==> src/rtl/s_axis_frame_parser.sv <==
// -----------------------------------------------------------------------------
// s_axis_frame_parser
//
// Receives the triggered-acquisition AXI-Stream from the ADC front end. Each
// frame is one TUSER-flagged header beat followed by PAYLOAD_BEATS payload
// beats, the last of which carries TLAST. The parser latches the header time
// stamp, strips the header and forwards payload beats through a one-entry
// registered AXI-Stream master. Framing errors are reported as one-cycle
// pulses plus sticky flags, and frames that complete cleanly are counted.
//
// Ports:
//   AXIS_ACLK         clock
//   AXIS_ARESET       synchronous active-high reset
//   S_AXIS_TDATA      incoming beat
//   S_AXIS_TVALID     incoming beat valid
//   S_AXIS_TUSER      header flag (first beat of a frame)
//   S_AXIS_TLAST      last beat of a frame
//   S_AXIS_TREADY     parser ready (combinational)
//   M_AXIS_TDATA      forwarded payload beat
//   M_AXIS_TVALID     forwarded payload valid
//   M_AXIS_TUSER      first payload beat of a frame
//   M_AXIS_TLAST      last payload beat of a frame
//   M_AXIS_TREADY     downstream ready
//   FRAME_TIME_STAMP  time stamp of the most recent header
//   FRAME_TS_VALID    one-cycle pulse when a header is accepted
//   FRAME_CNT         frames completed without error (wraps)
//   ERR_PULSE         one-cycle pulses: [0] no header, [1] short, [2] long
//   ERR_STICKY        OR-accumulated ERR_PULSE, cleared only by reset
// -----------------------------------------------------------------------------
module s_axis_frame_parser #(
    parameter int TIME_STAMP_WIDTH   = 16,
    parameter int S_AXIS_TDATA_WIDTH = 64,
    parameter int PAYLOAD_BEATS      = 200,
    parameter int FRAME_CNT_WIDTH    = 32
) (
    input  logic                          AXIS_ACLK,
    input  logic                          AXIS_ARESET,
    input  logic [S_AXIS_TDATA_WIDTH-1:0] S_AXIS_TDATA,
    input  logic                          S_AXIS_TVALID,
    input  logic                          S_AXIS_TUSER,
    input  logic                          S_AXIS_TLAST,
    output logic                          S_AXIS_TREADY,
    output logic [S_AXIS_TDATA_WIDTH-1:0] M_AXIS_TDATA,
    output logic                          M_AXIS_TVALID,
    output logic                          M_AXIS_TUSER,
    output logic                          M_AXIS_TLAST,
    input  logic                          M_AXIS_TREADY,
    output logic [TIME_STAMP_WIDTH-1:0]   FRAME_TIME_STAMP,
    output logic                          FRAME_TS_VALID,
    output logic [FRAME_CNT_WIDTH-1:0]    FRAME_CNT,
    output logic [2:0]                    ERR_PULSE,
    output logic [2:0]                    ERR_STICKY
);

    // Beat counter wide enough to index PAYLOAD_BEATS-1 (at least one bit).
    localparam int BCNT_WIDTH = (PAYLOAD_BEATS > 1) ? $clog2(PAYLOAD_BEATS) : 1;
    localparam logic [BCNT_WIDTH-1:0] LAST_BEAT = BCNT_WIDTH'(PAYLOAD_BEATS - 1);

    localparam logic [1:0] ST_IDLE    = 2'd0;
    localparam logic [1:0] ST_PAYLOAD = 2'd1;
    localparam logic [1:0] ST_DRAIN   = 2'd2;

    // Registered state
    logic [1:0]                    r_state;
    logic [BCNT_WIDTH-1:0]         r_bcnt;
    logic [S_AXIS_TDATA_WIDTH-1:0] r_m_data;
    logic                          r_m_valid;
    logic                          r_m_user;
    logic                          r_m_last;
    logic [TIME_STAMP_WIDTH-1:0]   r_ts;
    logic                          r_ts_valid;
    logic [FRAME_CNT_WIDTH-1:0]    r_frame_cnt;
    logic [2:0]                    r_err_pulse;
    logic [2:0]                    r_err_sticky;

    // Combinational next-state
    logic                          w_ready;
    logic                          w_accept;
    logic [1:0]                    w_state_nxt;
    logic [BCNT_WIDTH-1:0]         w_bcnt_nxt;
    logic [TIME_STAMP_WIDTH-1:0]   w_ts_nxt;
    logic                          w_ts_valid_nxt;
    logic [2:0]                    w_err_nxt;
    logic                          w_cnt_inc;
    logic                          w_fwd;
    logic                          w_fwd_user;
    logic                          w_fwd_last;

    // Ready whenever the output slot is empty or being drained this cycle,
    // identical in every state so dropped beats never stall the source.
    assign w_ready  = !AXIS_ARESET && (!r_m_valid || M_AXIS_TREADY);
    assign w_accept = S_AXIS_TVALID && w_ready;

    always_comb begin
        w_state_nxt    = r_state;
        w_bcnt_nxt     = r_bcnt;
        w_ts_nxt       = r_ts;
        w_ts_valid_nxt = 1'b0;
        w_err_nxt      = '0;
        w_cnt_inc      = 1'b0;
        w_fwd          = 1'b0;
        w_fwd_user     = 1'b0;
        w_fwd_last     = 1'b0;

        if (w_accept) begin
            if (S_AXIS_TUSER) begin
                // Header in any state. Inside PAYLOAD it truncates the
                // running frame; with TLAST it is a frame with no payload.
                w_ts_nxt       = S_AXIS_TDATA[TIME_STAMP_WIDTH-1:0];
                w_ts_valid_nxt = 1'b1;
                w_bcnt_nxt     = '0;
                if ((r_state == ST_PAYLOAD) || S_AXIS_TLAST) begin
                    w_err_nxt[1] = 1'b1;
                end
                w_state_nxt = S_AXIS_TLAST ? ST_IDLE : ST_PAYLOAD;
            end else begin
                case (r_state)
                    ST_PAYLOAD: begin
                        w_fwd      = 1'b1;
                        w_fwd_user = (r_bcnt == '0);
                        if (r_bcnt == LAST_BEAT) begin
                            // Final expected beat always closes the output
                            // frame, whether or not TLAST arrived with it.
                            w_fwd_last = 1'b1;
                            if (S_AXIS_TLAST) begin
                                w_cnt_inc   = 1'b1;
                                w_state_nxt = ST_IDLE;
                            end else begin
                                w_err_nxt[2] = 1'b1;
                                w_state_nxt  = ST_DRAIN;
                            end
                        end else if (S_AXIS_TLAST) begin
                            w_fwd_last   = 1'b1;
                            w_err_nxt[1] = 1'b1;
                            w_state_nxt  = ST_IDLE;
                        end else begin
                            w_bcnt_nxt = r_bcnt + BCNT_WIDTH'(1);
                        end
                    end
                    ST_DRAIN: begin
                        if (S_AXIS_TLAST) begin
                            w_state_nxt = ST_IDLE;
                        end
                    end
                    default: begin
                        // Payload with no preceding header.
                        w_err_nxt[0] = 1'b1;
                        w_state_nxt  = S_AXIS_TLAST ? ST_IDLE : ST_DRAIN;
                    end
                endcase
            end
        end
    end

    // Frame state, pulses and counters
    always_ff @(posedge AXIS_ACLK) begin
        if (AXIS_ARESET) begin
            r_state      <= ST_IDLE;
            r_bcnt       <= '0;
            r_ts         <= '0;
            r_ts_valid   <= 1'b0;
            r_frame_cnt  <= '0;
            r_err_pulse  <= '0;
            r_err_sticky <= '0;
        end else begin
            r_state      <= w_state_nxt;
            r_bcnt       <= w_bcnt_nxt;
            r_ts         <= w_ts_nxt;
            r_ts_valid   <= w_ts_valid_nxt;
            r_err_pulse  <= w_err_nxt;
            r_err_sticky <= r_err_sticky | w_err_nxt;
            if (w_cnt_inc) begin
                r_frame_cnt <= r_frame_cnt + FRAME_CNT_WIDTH'(1);
            end
        end
    end

    // One-entry output register. A load can only happen when the slot is
    // empty or draining, so a stalled beat is never overwritten.
    always_ff @(posedge AXIS_ACLK) begin
        if (AXIS_ARESET) begin
            r_m_data  <= '0;
            r_m_valid <= 1'b0;
            r_m_user  <= 1'b0;
            r_m_last  <= 1'b0;
        end else if (w_fwd) begin
            r_m_data  <= S_AXIS_TDATA;
            r_m_valid <= 1'b1;
            r_m_user  <= w_fwd_user;
            r_m_last  <= w_fwd_last;
        end else if (M_AXIS_TREADY) begin
            r_m_valid <= 1'b0;
        end
    end

    assign S_AXIS_TREADY    = w_ready;
    assign M_AXIS_TDATA     = r_m_data;
    assign M_AXIS_TVALID    = r_m_valid;
    assign M_AXIS_TUSER     = r_m_user;
    assign M_AXIS_TLAST     = r_m_last;
    assign FRAME_TIME_STAMP = r_ts;
    assign FRAME_TS_VALID   = r_ts_valid;
    assign FRAME_CNT        = r_frame_cnt;
    assign ERR_PULSE        = r_err_pulse;
    assign ERR_STICKY       = r_err_sticky;

endmodule
==> config.mk <==
export PLATFORM = sky130hd
export DESIGN_NAME = s_axis_frame_parser
export DESIGN_NICKNAME = d
export VERILOG_FILES = /design/src/rtl/s_axis_frame_parser.sv
export SDC_FILE = /design/constraint.sdc
export NUM_CORES = 1
export LEC_CHECK = 0
export BUFFER_PORTS_ARGS = -buffer_cell sky130_fd_sc_hd__buf_4
export CAP_MARGIN = 20
export CORE_AREA = 2 2 125 127
export DETAILED_ROUTE_END_ITERATION = 10
export DIE_AREA = 0 0 127 129
export HOLD_SLACK_MARGIN = 0.02
export PLACE_DENSITY = 0.55
export SLEW_MARGIN = 20
export SYNTH_ARGS = -nofsm -noshare
export SYNTH_HDL_FRONTEND = slang
export SYNTH_SLANG_ARGS = --single-unit
==> constraint.sdc <==
create_clock -name AXIS_ACLK -period 2.2 [get_ports AXIS_ACLK]
set_input_delay 0.44 -clock AXIS_ACLK [delete_from_list [all_inputs] [get_ports AXIS_ACLK]]
set_output_delay 0.44 -clock AXIS_ACLK [all_outputs]
set_load 0.005 [all_outputs]
# Yosys cells after proc, flatten, opt, wreduce, memory -nomap -nowiden
# Index checks and enable logic that the tools add are counted.
[op_classes] mux=38 add_sub_neg=2 n_reduce_logical=13 eq_ne=5 bitwise_logic=2
[op_table] cell="$add 32x1->32 const B" n=1
[op_table] cell="$mux 8" n=4
[op_table] cell="$mux 1" n=27
[op_table] cell="$mux 2" n=5
[op_table] cell="$add 8x1->8 const B" n=1
[op_table] cell="$eq 8x8->1 const B" n=1
[op_table] cell="$logic_not 8->1" n=1
[op_table] cell="$ne 2x2->1 const B" n=2
[op_table] cell="$pmux 2 s2" n=1
[op_table] cell="$reduce_and 4->1" n=1
[op_table] cell="$reduce_bool 2->1" n=2
[op_table] cell="$reduce_or 2->1" n=2
[op_table] cell="$mux 3" n=1
[op_table] cell="$or 3x3->3" n=1
[op_table] cell="$eq 2x1->1 const B" n=1
[op_table] cell="$eq 2x2->1 const B" n=1
[op_table] cell="$logic_and 1x1->1" n=2
[op_table] cell="$logic_not 1->1" n=2
[op_table] cell="$logic_or 1x1->1" n=2
[op_table] cell="$reduce_and 2->1" n=1
[op_table] cell="$not 1->1" n=1
[totals] reg_bits=132 word_cells=71

# Longest topological paths before layout
[depth] ltp_word=6 mapped_depth=9

# Worst setup path after synthesis
# Ideal clock, no wire load.
[synth_timing] kind="flip-flop to flip-flop" start="reg r_state[1]" end="reg r_frame_cnt[28], in the netlist FRAME_CNT[28]" slack_ns=0.244 arrival_time_ns=1.885 setup_ns=0.070 path_stages_with_launch=9 required_ns=2.130 path_cell_list="dfxtp_1 -> inv_1 -> ha_1 -> nor2b_1 -> and3_1 -> buf_2 -> nand4_1 -> or4_1 -> a21oi_1"
[synth_between] elab_chain_cells=4
[synth_rtl] element="start: declaration" line="64" source="logic [1:0] r_state;"
[synth_rtl] element="start signal: assignment" line="166" source="r_state <= w_state_nxt;"
[synth_rtl] element="$eq 2x1->1" line="117" source="case (r_state)"
[synth_rtl] element="$mux 1" line="117"
[synth_rtl] element="$mux 1" line="106" source="if (S_AXIS_TUSER) begin"
[synth_rtl] element="$mux 1" line="105" source="if (w_accept) begin"
[synth_rtl] element="end signal: assignment" line="173" source="r_frame_cnt <= r_frame_cnt + FRAME_CNT_WIDTH'(1);"
[synth_rtl] element="end: declaration" line="72" source="logic [FRAME_CNT_WIDTH-1:0] r_frame_cnt;"
# Every way passes these cells.
# A chain may end at the register's enable or synchronous reset.

# Worst setup path in the final report
[layout_timing] start="reg r_frame_cnt[3], in the netlist FRAME_CNT[3]" end="reg r_frame_cnt[28], in the netlist FRAME_CNT[28]"
[layout_between] elab_chain_cells=1
[layout_rtl] element="$add 32x1->32" line="173"
# Every way passes these cells.

==> results.json <==
{
  "crit_chain": "and4_1, and3_1, nand4_1, buf_4, or4_1, a21oi_1",
  "slew_headroom": 0.597,
  "dp_hpwl_mm": 10.7,
  "ys_ff_latch": 132,
  "hold_path_class": "in -> reg",
  "criticalPathCategory": "reg -> reg",
  "antenna_cells": 0,
  "netlist_top_cells_area": "dfxtp_1 (51%), nand2_1 (13%), a21oi_1 (9.8%)",
  "p_per_area_nw_per_um2": 743,
  "final_hold_viol_count": 0,
  "fin_nets": 919,
  "synth_cells": 647,
  "die-height_um": 129,
  "clockBufferDepth": 2,
  "h-tree-depth": 4,
  "crit_path_max_fanout": 18,
  "yosysMostFrequentCell": "nand2_1",
  "die_w_um": 127,
  "cts_buffers": 17,
  "critPathMaxStageDelay_ps": 510,
  "grt_pass1_wl_mm": 23.9,
  "p_sw_mw": 1.23,
  "io-pin-count": 193,
  "grt_usage": 0.184,
  "dr.pass1.iters": 4,
  "worst-slew-pin-transition_ps": 605,
  "total_power_mw": 5.59,
  "floorplan.initialDensity": 0.346,
  "vias": 5135,
  "holdCritStartpoint": "S_AXIS_TDATA[33]",
  "fin_cells": 1045,
  "fmax_ghz": 0.480,
  "fp.dieArea_um2": 16400,
  "cts-root-buf": "clkbuf_16",
  "synth_flop_cell": "dfxtp_1",
  "end_kind": "flip-flop",
  "dp_slack_ps": -17.2,
  "reg2reg_from": "FRAME_CNT[3]",
  "fillers": 1472,
  "drive_gt1_frac": 0.302,
  "yosys_warnings": 0,
  "synth_top_cell_by_area": "dfxtp_1",
  "async_reset_ff_frac": 0,
  "synth_top_area_frac": 0.510,
  "synth_cell_type_count": 40,
  "drt_wl_total_mm": 15.2,
  "port_buffers": 192,
  "synth_edf_count": 0,
  "dp.cells": 1011,
  "cp_data_required_time_ps": 2540,
  "fin_crit_ps": 2080,
  "irDropWorstVdd_mv": 0.532,
  "syn_area_um2": 5180,
  "seqPwrFrac": 0.433,
  "drtIter0Drc": 275,
  "viasPerCell": 4.91,
  "synth.net_count": 722,
  "crit_arrival_ps": 2420,
  "post_dp_cell_area_um2": 6880,
  "worstSkewPairLatency_ps": 410,
  "tritoncts": "yes",
  "timing.setup.tns_ps": 0,
  "critPathSlowestCell": "or4_1",
  "synth_top_cells_by_count": "nand2_1 (181), dfxtp_1 (132), a21oi_1 (101), nor2_1 (39), clkbuf_1 (31)",
  "swShare": 0.219,
  "cts.sinks": 132,
  "grt_antenna_before_repair": 0,
  "drc_errors": 0,
  "hold_slack_ps": 268,
  "report.final.slew_viol_count": 0,
  "maxCapViolCount": 0,
  "setup.worst_path.start_class": "flip-flop",
  "grt_max_degree": 125,
  "status": "finished clean",
  "finalCritPeriodShare": 0.947,
  "fin_ws_ps": 117,
  "critPathLaunch": "FRAME_CNT[3]",
  "gp_congestion": 0.790,
  "p_int_mw": 4.36,
  "grt_overflow_total": 0,
  "wl_per_cell_um": 14.5,
  "rows": 45,
  "core_area_um2": 15000,
  "final_area_um2": 7530,
  "finClkSkew_ps": 5.22,
  "path_clk_slew_ps": 60,
  "drtAntennaViolNets": 0,
  "area_delta_synth_final_pct": 45.3,
  "synth-seq-area-share": 0.510,
  "ctsHoldBuffers": 0,
  "fin_util": 0.503,
  "leakage_nw": 3.02,
  "rsz0062_at_grt": "no",
  "finalSetupViolations": 0,
  "syn_avg_cell_area_um2": 8.01,
  "pwr-share-comb": 0.043,
  "grt_pass1_vias": 4818,
  "clockPowerShare": 0.523
}
state kept, by name, indices dropped and copies added (netlist names):
register          flops
M_AXIS_TVALID         1
FRAME_CNT            32
r_bcnt                8
FRAME_TS_VALID        1
ERR_STICKY            3
M_AXIS_TDATA         64
M_AXIS_TUSER          1
M_AXIS_TLAST          1
r_state               2
FRAME_TIME_STAMP     16
ERR_PULSE             3
path summary, 6_finish.rpt:
kind	slack (ps)	cells after the start	to
worst max-delay path	120	6	FRAME_CNT[28]
worst min-delay path	270	3	M_AXIS_TDATA[33]
worst max register to register	120	6	FRAME_CNT[28]
worst min register to register	450	2	M_AXIS_TDATA[34]
critical path, delay by kind of cell, from the launching register on:
kind / cells / cell delay [ps]
buffers and inverters: 1 / 210
flip-flops: 1 / 400
AO/OA/AOI/OAI: 1 / 150
AND/OR/NAND/NOR: 4 / 1240
cell usage in the layout (no fill, tap or decap), types with 4 or more instances in the layout:
master / n
or4_1: 6
nand4_1: 16
o31ai_1: 5
nand2_1: 181
nor2_1: 38
nor4_1: 8
xnor2_1: 7
nor3_1: 7
or3_1: 14
xor2_1: 13
a21oi_1: 101
nand3_1: 16
dfxtp_1: 132
inv_1: 10
buf_4: 216
clkinvlp_4: 4
and3_1: 6
clkbuf_16: 17
o21ai_0: 12
nand2b_1: 4
ha_1: 5
power groups by stage:
stage | Combinational [mW] | Clock (mW) | Sequential (mW)
5_1_grt | 0.267 | 3.10 | 2.42
4_1_cts | 0.245 | 2.99 | 2.42
3_3_place_gp | 0.242 | 0 | 2.47
3_5_place_dp | 0.245 | 0 | 2.47
6_report | 0.243 | 2.93 | 2.42
2_1_floorplan | 0.0830 | 0 | 2.47
kinds of logic after synthesis:
family,Yosys count,synth area share
flip-flops,132,0.510
multiplexers,1,0.00193
AND/OR/NAND/NOR,312,0.271
buffers and inverters,51,0.0425
adder cells (fa/ha/maj),5,0.0121
XOR/XNOR,20,0.0338
AO/OA/AOI/OAI,126,0.128
per-layer routing:
layer	vias up	share of wire	global-route usage
met5	-	0	0
met4	0	0.026	0.0814
met3	31	0.060	0.0557
met2	149	0.50	0.305
met1	2375	0.42	0.221
li1	2580	-	-
layout make-up:
| class | instances | area [um^2] | area share |
|---|---|---|---|
| clock buffers | 18 | 439 | 0.0583 |
| clock inverters | 14 | 178 | 0.0236 |
| inverters | 11 | 41.3 | 0.00549 |
| multi-input cells | 464 | 2340 | 0.311 |
| flip-flops and latches | 132 | 2640 | 0.351 |
| well taps | 188 | 235 | 0.0313 |
| repair buffers | 218 | 1650 | 0.220 |
what timing repair did:
item	4_1_cts	5_1_grt
resized for setup	0	4
endpoints found under the setup margin	0	46
setup buffers	0	2
No activity file was read; power rests on OpenSTA's default activity.
